### config.mk
export PLATFORM = sky130hd
export DESIGN_NAME = boot_loader
export DESIGN_NICKNAME = d
export VERILOG_FILES = /design/src/rtl/boot_loader.sv
export SDC_FILE = /design/constraint.sdc
export NUM_CORES = 1
export LEC_CHECK = 0
export ABC_CLOCK_PERIOD_IN_PS = 3100
export CORE_MARGIN = 1
export CORE_UTILIZATION = 58
export CTS_BUF_LIST = sky130_fd_sc_hd__clkbuf_8
export DETAILED_ROUTE_END_ITERATION = 10
export MAX_ROUTING_LAYER = met4
export PLACE_DENSITY = 0.81
export SLEW_MARGIN = 25
export SYNTH_ARGS = -nofsm -noshare
export SYNTH_HDL_FRONTEND = slang
export SYNTH_SLANG_ARGS = --single-unit
### constraint.sdc
create_clock -name iw_clk -period 3.1 [get_ports iw_clk]
set_input_delay 0.775 -clock iw_clk [delete_from_list [all_inputs] [get_ports iw_clk]]
set_output_delay 0.775 -clock iw_clk [all_outputs]
set_load 0.01 [all_outputs]
### src/rtl/boot_loader.sv
// rtl/boot_loader.sv - byte-stream boot loader that fills instruction memory and releases the core
module boot_loader #(
    parameter int         ADDR_W = 24,
    parameter int         DATA_W = 24,
    parameter int         DEPTH  = 4096,
    parameter logic [7:0] MAGIC  = 8'hA5
) (
    input  logic              iw_clk,
    input  logic              iw_rst_n,
    input  logic              iw_rx_valid,
    input  logic [7:0]        iw_rx_data,
    output logic              or_rx_ready,
    input  logic              iw_start,
    output logic              ow_mem_we,
    output logic [ADDR_W-1:0] ow_mem_addr,
    output logic [DATA_W-1:0] ow_mem_wdata,
    output logic              or_core_rst,
    output logic              or_done,
    output logic              or_error
);

    localparam int BPW = DATA_W / 8;

    typedef enum logic [2:0] {
        S_WAIT_MAGIC,
        S_LEN,
        S_DATA,
        S_WRITE,
        S_CSUM,
        S_DONE,
        S_ERROR
    } state_t;

    state_t            state_q, state_d;
    logic [1:0]        len_cnt_q, len_cnt_d;
    logic [23:0]       len_q, len_d;
    logic [7:0]        byte_cnt_q, byte_cnt_d;
    logic [DATA_W-1:0] word_q, word_d;
    logic [ADDR_W-1:0] idx_q, idx_d;
    logic [7:0]        csum_q, csum_d;
    logic [ADDR_W-1:0] mem_addr_q, mem_addr_d;
    logic [DATA_W-1:0] mem_wdata_q, mem_wdata_d;
    logic              rx_ready_q, rx_ready_d;
    logic              core_rst_q, core_rst_d;
    logic              done_q, done_d;
    logic              error_q, error_d;

    logic              accept;
    logic [23:0]       len_shift;
    logic [DATA_W-1:0] word_shift;
    logic              last_word;

    // Bytes arrive little-endian, so each new byte enters at the top and slides down.
    assign accept     = iw_rx_valid && rx_ready_q;
    assign len_shift  = {iw_rx_data, len_q[23:8]};
    assign word_shift = (word_q >> 8) | (DATA_W'(iw_rx_data) << (DATA_W - 8));
    assign last_word  = (32'(idx_q) == (32'(len_q) - 32'd1));

    assign or_rx_ready  = rx_ready_q;
    assign or_core_rst  = core_rst_q;
    assign or_done      = done_q;
    assign or_error     = error_q;
    assign ow_mem_we    = (state_q == S_WRITE);
    assign ow_mem_addr  = mem_addr_q;
    assign ow_mem_wdata = mem_wdata_q;

    // State register and registered status outputs
    always_ff @(posedge iw_clk or negedge iw_rst_n) begin
        if (!iw_rst_n) begin
            state_q    <= S_WAIT_MAGIC;
            rx_ready_q <= 1'b1;
            core_rst_q <= 1'b1;
            done_q     <= 1'b0;
            error_q    <= 1'b0;
        end else begin
            state_q    <= state_d;
            rx_ready_q <= rx_ready_d;
            core_rst_q <= core_rst_d;
            done_q     <= done_d;
            error_q    <= error_d;
        end
    end

    // Next-state logic: frame parsing sequence
    always_comb begin
        state_d = state_q;
        case (state_q)
            S_WAIT_MAGIC: if (accept && iw_rx_data == MAGIC) state_d = S_LEN;
            S_LEN: begin
                if (accept && len_cnt_q == 2'd2) begin
                    if (32'(len_shift) > 32'(DEPTH)) state_d = S_ERROR;
                    else if (len_shift == 24'd0)     state_d = S_CSUM;
                    else                             state_d = S_DATA;
                end
            end
            S_DATA:  if (accept && byte_cnt_q == 8'(BPW - 1)) state_d = S_WRITE;
            S_WRITE: state_d = last_word ? S_CSUM : S_DATA;
            S_CSUM:  if (accept) state_d = (iw_rx_data == csum_q) ? S_DONE : S_ERROR;
            S_DONE, S_ERROR: if (iw_start) state_d = S_WAIT_MAGIC;
            default: state_d = S_WAIT_MAGIC;
        endcase
    end

    // Output decode from the upcoming state so registered outputs track the state register
    always_comb begin
        rx_ready_d = (state_d == S_WAIT_MAGIC) || (state_d == S_LEN) ||
                     (state_d == S_DATA) || (state_d == S_CSUM);
        core_rst_d = (state_d != S_DONE);
        done_d     = (state_d == S_DONE);
        error_d    = (state_d == S_ERROR);
    end

    // Datapath: length/word assembly, checksum, word index and write port values
    always_comb begin
        len_cnt_d   = len_cnt_q;
        len_d       = len_q;
        byte_cnt_d  = byte_cnt_q;
        word_d      = word_q;
        idx_d       = idx_q;
        csum_d      = csum_q;
        mem_addr_d  = mem_addr_q;
        mem_wdata_d = mem_wdata_q;
        case (state_q)
            S_WAIT_MAGIC: begin
                if (accept && iw_rx_data == MAGIC) begin
                    len_cnt_d  = 2'd0;
                    len_d      = 24'd0;
                    byte_cnt_d = 8'd0;
                    word_d     = '0;
                    idx_d      = '0;
                    csum_d     = 8'd0;
                end
            end
            S_LEN: begin
                if (accept) begin
                    len_d     = len_shift;
                    len_cnt_d = len_cnt_q + 2'd1;
                    csum_d    = csum_q ^ iw_rx_data;
                end
            end
            S_DATA: begin
                if (accept) begin
                    word_d = word_shift;
                    csum_d = csum_q ^ iw_rx_data;
                    if (byte_cnt_q == 8'(BPW - 1)) begin
                        byte_cnt_d  = 8'd0;
                        mem_addr_d  = idx_q;
                        mem_wdata_d = word_shift;
                    end else begin
                        byte_cnt_d = byte_cnt_q + 8'd1;
                    end
                end
            end
            S_WRITE: idx_d = idx_q + 1'b1;
            default: ;
        endcase
    end

    // Datapath registers
    always_ff @(posedge iw_clk or negedge iw_rst_n) begin
        if (!iw_rst_n) begin
            len_cnt_q   <= 2'd0;
            len_q       <= 24'd0;
            byte_cnt_q  <= 8'd0;
            word_q      <= '0;
            idx_q       <= '0;
            csum_q      <= 8'd0;
            mem_addr_q  <= '0;
            mem_wdata_q <= '0;
        end else begin
            len_cnt_q   <= len_cnt_d;
            len_q       <= len_d;
            byte_cnt_q  <= byte_cnt_d;
            word_q      <= word_d;
            idx_q       <= idx_d;
            csum_q      <= csum_d;
            mem_addr_q  <= mem_addr_d;
            mem_wdata_q <= mem_wdata_d;
        end
    end

endmodule
# Yosys cells after proc, flatten, opt, wreduce, memory -nomap -nowiden
# Cells that the tools add are included.
# totals
ff_bits	145
out_inout_bits	53
# op_classes
add_sub_neg	4
n_lt_le_gt_ge	1
n_eq_ne	21
n_mux	25
bitwise_logic	2
reduce_logical	21
# ops
op	n
case mux 24 bit (2 select lines)	3
2-to-1 mux 24 bit	3
== test 24 x 32 -> 1 bit	1
2-to-1 mux 8 bit	4
case mux 8 bit (2 select lines)	2
subtractor 24 x 1 -> 25 bit (second input constant)	1
adder 24 x 1 -> 24 bit (second input constant)	1
> comparator 24 x 13 -> 1 bit (second input constant)	1
logical NOT 24 bit	1
2-to-1 mux 3 bit	8
bitwise OR 16 x 24 -> 24 bit	1
== test 3 bit (second input constant)	6
case mux 3 bit (6 select lines)	1
AND reduction 3 bit	4
== test 3 x 2 -> 1 bit (second input constant)	3
adder 8 x 1 -> 8 bit (second input constant)	1
== test 8 x 2 -> 1 bit (second input constant)	1
== test 8 bit	1
== test 8 bit (second input constant)	1
nonzero test 2 bit	4
bitwise XOR 8 bit	1
== test 3 x 1 -> 1 bit (second input constant)	2
logical NOT 3 bit	2
2-to-1 mux 2 bit	3
10 further kinds	18

# Logic depth before layout (Yosys ltp)
# depth
ltp_word	9
ltp_mapped	9
mapped_depth_nobuf	9

# Least setup slack after synthesis
# OpenSTA, ideal clock, no wires.
# synth_timing
path_kind	input -> register
from	in iw_rx_data[6]
to	reg byte_cnt_q[7]
setup_time_ns	0.083
arrival_time_ns	2.696
required_time_ns	3.017
slack_ns	0.322
cell_stages	8
n_path_buf	1
cell_sequence	or4_1 > nor4_2 > and2_1 > clkbuf_1 > a31oi_1 > nor2_1 > nand4_1 > o21ai_0
# synth_via
elab_chain_len	4
# synth_lines
element	line	text
from (decl)	11	input logic [7:0] iw_rx_data,
== test 8 bit	125	if (accept && iw_rx_data == MAGIC) begin
logical AND 1 bit	125	
inequality test 2 bit (no line)	n/a	
AND reduction 3 bit (no line)	n/a	
to (signal assigned)	173	byte_cnt_q <= byte_cnt_d;
to (decl)	37	logic [7:0] byte_cnt_q, byte_cnt_d;
# Every way passes these cells.
# A chain may end at the register's enable or synchronous reset.

# Worst setup path in the final report
# layout_timing
from	reg len_q[0]
to	reg state_q[1]
# layout_via
elab_chain_len	4
# layout_lines
element	line	text
from (decl)	36	logic [23:0] len_q, len_d;
from (signal assigned)	172	len_q <= len_d;
subtractor 24 x 1 -> 25 bit	57	assign last_word = (32'(idx_q) == (32'(len_q) - 32'd1));
== test 24 x 32 -> 1 bit	57	
2-to-1 mux 3 bit	97	S_WRITE: state_d = last_word ? S_CSUM : S_DATA;
case mux 3 bit (6 select lines)	87	case (state_q)
net state_d[1]	34	state_t state_q, state_d;
to (signal assigned)	76	state_q <= state_d;
to (decl)	34	
# The timed path passes the listed nets, and every way through them passes these cells.

==> results.yml <==
run_status:
  outcome: "finished clean"
sta:
  holdWs_ns: 0.278
  fmax_ghz: 0.331
  setup_ws_ns: 0.0748
  hold_viol: 0
  period_needed_ns: 3.03
  finalMaxSlewViolations: 0
  setup_viol: 0
  tightest_slew_ns: 0.739
  clock_skew_ns: 0.0116
  finalCritPeriodShare_pct: 97.6
  slew_headroom_pct: 50.6
placement:
  io_buffer_count: 64
  place_hpwl_um: 11100
  gp_congestion: 0.878
  pre_cts_ws_ns: -0.0594
  dpl-instance-area_mm2: 0.00778
drt:
  wl_per_cell_um: 16.8
  drc_errors: 0
  wirelength_um: 15700
  via_count: 5629
  dr.pass1.iters: 5
  viasPerCell: 6.05
  drt_iter0_markers: 336
  detail-route-antenna-nets: 0
yosys:
  ys_warn_count: 0
  yosys_register_bits: 137
  ys.flop_type: "dfrtp_1"
  syn_inst: 695
  yosysSeqAreaShare_pct: 50.5
  syn_area_mm2: 0.00679
  synth_cell_types: 66
  syn-mean-instance-area_um2: 9.77
  synthArstFlopShare_pct: 100
  synth-edff-count: 0
  syn-num-nets: 712
global_routing:
  grt_start_max_net_pins: 58
  met1_usage_pct: 37.1
  met2_usage_pct: 44.6
  grt.total_usage_pct: 28.8
  grt_first_pass_wirelength_um: 25900
  overflow: 0
  use_met3_pct: 6.53
  grt-busiest-layer: "met2"
  grt_pass1_vias: 5327
  antenna_found_initial: 0
floorplan:
  io_pins: 65
  die_h_um: 110
  core_area_mm2: 0.0114
  start_util_pct: 59.5
  rows: 39
  die_w_um: 110
  die_area_mm2: 0.0121
cts:
  clk_pin_slew_ns: 0.08
  cts_tree: "yes"
  htreeDepth: 4
  clock-root-buffer: "clkbuf_8"
  cts_sinks: 137
  cts_buffers: 17
  clock_path_buffers: 2
  post-cts-setup-buffer-count: 0
  worstSkewPairLatency_ns: 0.46
cells_and_area:
  n_fill_cell: 851
  mostFrequentLayoutCells: "dfrtp_1, nand2_1, o21ai_0"
  final_core_util_pct: 71.9
  fin_area_mm2: 0.00821
  syn_to_final_growth_pct: 20.9
  nets: 793
  drive_gt1_share_pct: 18.3
  diodes: 0
  final_common_cell: "dfrtp_1"
  multi_input_area_mm2: 0.00319
  seqCellArea_mm2: 0.00343
power_and_ir_drop:
  ir_drop_uv: 626
  leakage_nw: 3.53
  power.density_mw_per_mm2: 905
hold_path:
  hp-class: "in -> async"
setup_path:
  crit_family: "simple AND/OR/NAND/NOR gates"
  critPathRequiredTime_ns: 3.45
  path_max_fanout: 5
  cp-start-kind: "flip-flop"
  worstPathArrival_ns: 3.38
  max_stage_delay_ns: 0.66
  critical_path.slowest_cell: "or4b_2"
  crit_path_cell_trace: "inv_1 -> ha_2 -> or4b_2 -> a211oi_1 -> o32ai_1 -> a21oi_1 -> o221ai_1 -> or4_1 -> a21o_1"
  worst_r2r_path_depth: 9
  worstSetupPathType: "reg -> reg"
  cp_num_buf_inv: 1
  cp-end-kind: "flip-flop"
  cp_num_cells: 9
run:
  cap_violations: 0
metal layers:
layer	wire [µm]	vias to the layer above	part of all wire, %
met5	0	-	0
met4	328	0	2.1
met3	923	33	5.9
met2	7560	194	48
met1	6850	2787	44
li1	-	2615	-
logic make-up (layout without fill, tap and decap cells):
group | count (synthesis) | after routing | synth area share, %
buffers and inverters | 53 | 146 | 3.08
and+or+nand+nor | 265 | 265 | 19.1
AOI/OAI and AO/OA | 141 | 141 | 12.3
DFF | 137 | 137 | 50.5
muxes | 56 | 56 | 9.16
adders and majority gates | 6 | 6 | 1.07
xor gates and xnor gates | 37 | 37 | 4.77
cells in the mapped netlist (all sizes together) (7+ instances only):
master  number  area, µm²
dfrtp      135       3380
nand2      125        469
o21ai       90        450
mux2        49        552
clkbuf      36        135
nor2        35        131
xnor2       27        236
nand3       23        115
nor3        13       76.3
nand4       12       75.1
inv         11       41.3
xor2        10       87.6
and3         9       56.3
or4          9       75.1
a21oi        8       40.0
nor4         8       62.6
mux2i        7       70.1
o31ai        7       52.6
final timing paths:
kind	start	endpoint	slack, ns
max in group asynchronous	iw_rst_n	ow_mem_addr[22]	2.08
min in group iw_clk	word_q[14]	word_q[14]	0.49
min reg2reg	word_q[14]	word_q[14]	0.49
min	iw_rst_n	byte_cnt_q[2]	0.28
max	len_q[0]	state_q[1]	0.07
max reg2reg	len_q[0]	state_q[1]	0.07
timing repair:
item                       in CTS  in global routing
setup endpoints to repair       0                  3
hold buffers                    0                  0
resized for setup               0                  7
sequential cells by signal, indices dropped and copies added, names as in the netlist:
register,count
byte_cnt_q,8
len_q,24
or_core_rst,1
or_error,1
or_done,1
state_q,3
or_rx_ready,1
ow_mem_addr,24
ow_mem_wdata,24
len_cnt_q,2
word_q,16
csum_q,8
idx_q,24
stage by stage:
stage | power [W] | TNS, ns | instances
2_1_floorplan | 0.00468 | 0 | 695
3_3_place_gp | 0.00578 | 0 | 900
3_5_place_dp | 0.00594 | -0.178 | 900
4_1_cts | 0.00743 | 0 | 931
5_1_grt | 0.00795 | -0.0314 | 931
6_report | 0.00743 | 0 | 931
cell type report:
cell class                 count  share of cell area [%]
clock buffer                  17                    2.85
clock inverter                14                    1.95
inverter                      11                   0.503
multi-input combinational    505                    38.9
sequential                   137                    41.8
tap                          143                    2.18
timing repair buffer         104                    11.8
worst reg2reg max path: cells and delay by family, from the launching register on:
| kind | cells | cell delay (ns) |
|---|---|---|
| and+or+nand+nor | 2 | 1.25 |
| AOI/OAI and AO/OA | 5 | 0.93 |
| buffers and inverters | 1 | 0.11 |
| adders and majority gates | 1 | 0.22 |
| DFF | 1 | 0.42 |
report_power, final:
part	internal, W	switching (W)
combinational	0.00150	0.00149
sequential	0.00239	0.000595
clock	0.000780	0.000685
total	0.00467	0.00277
Power figures use the tool's default switching activity.
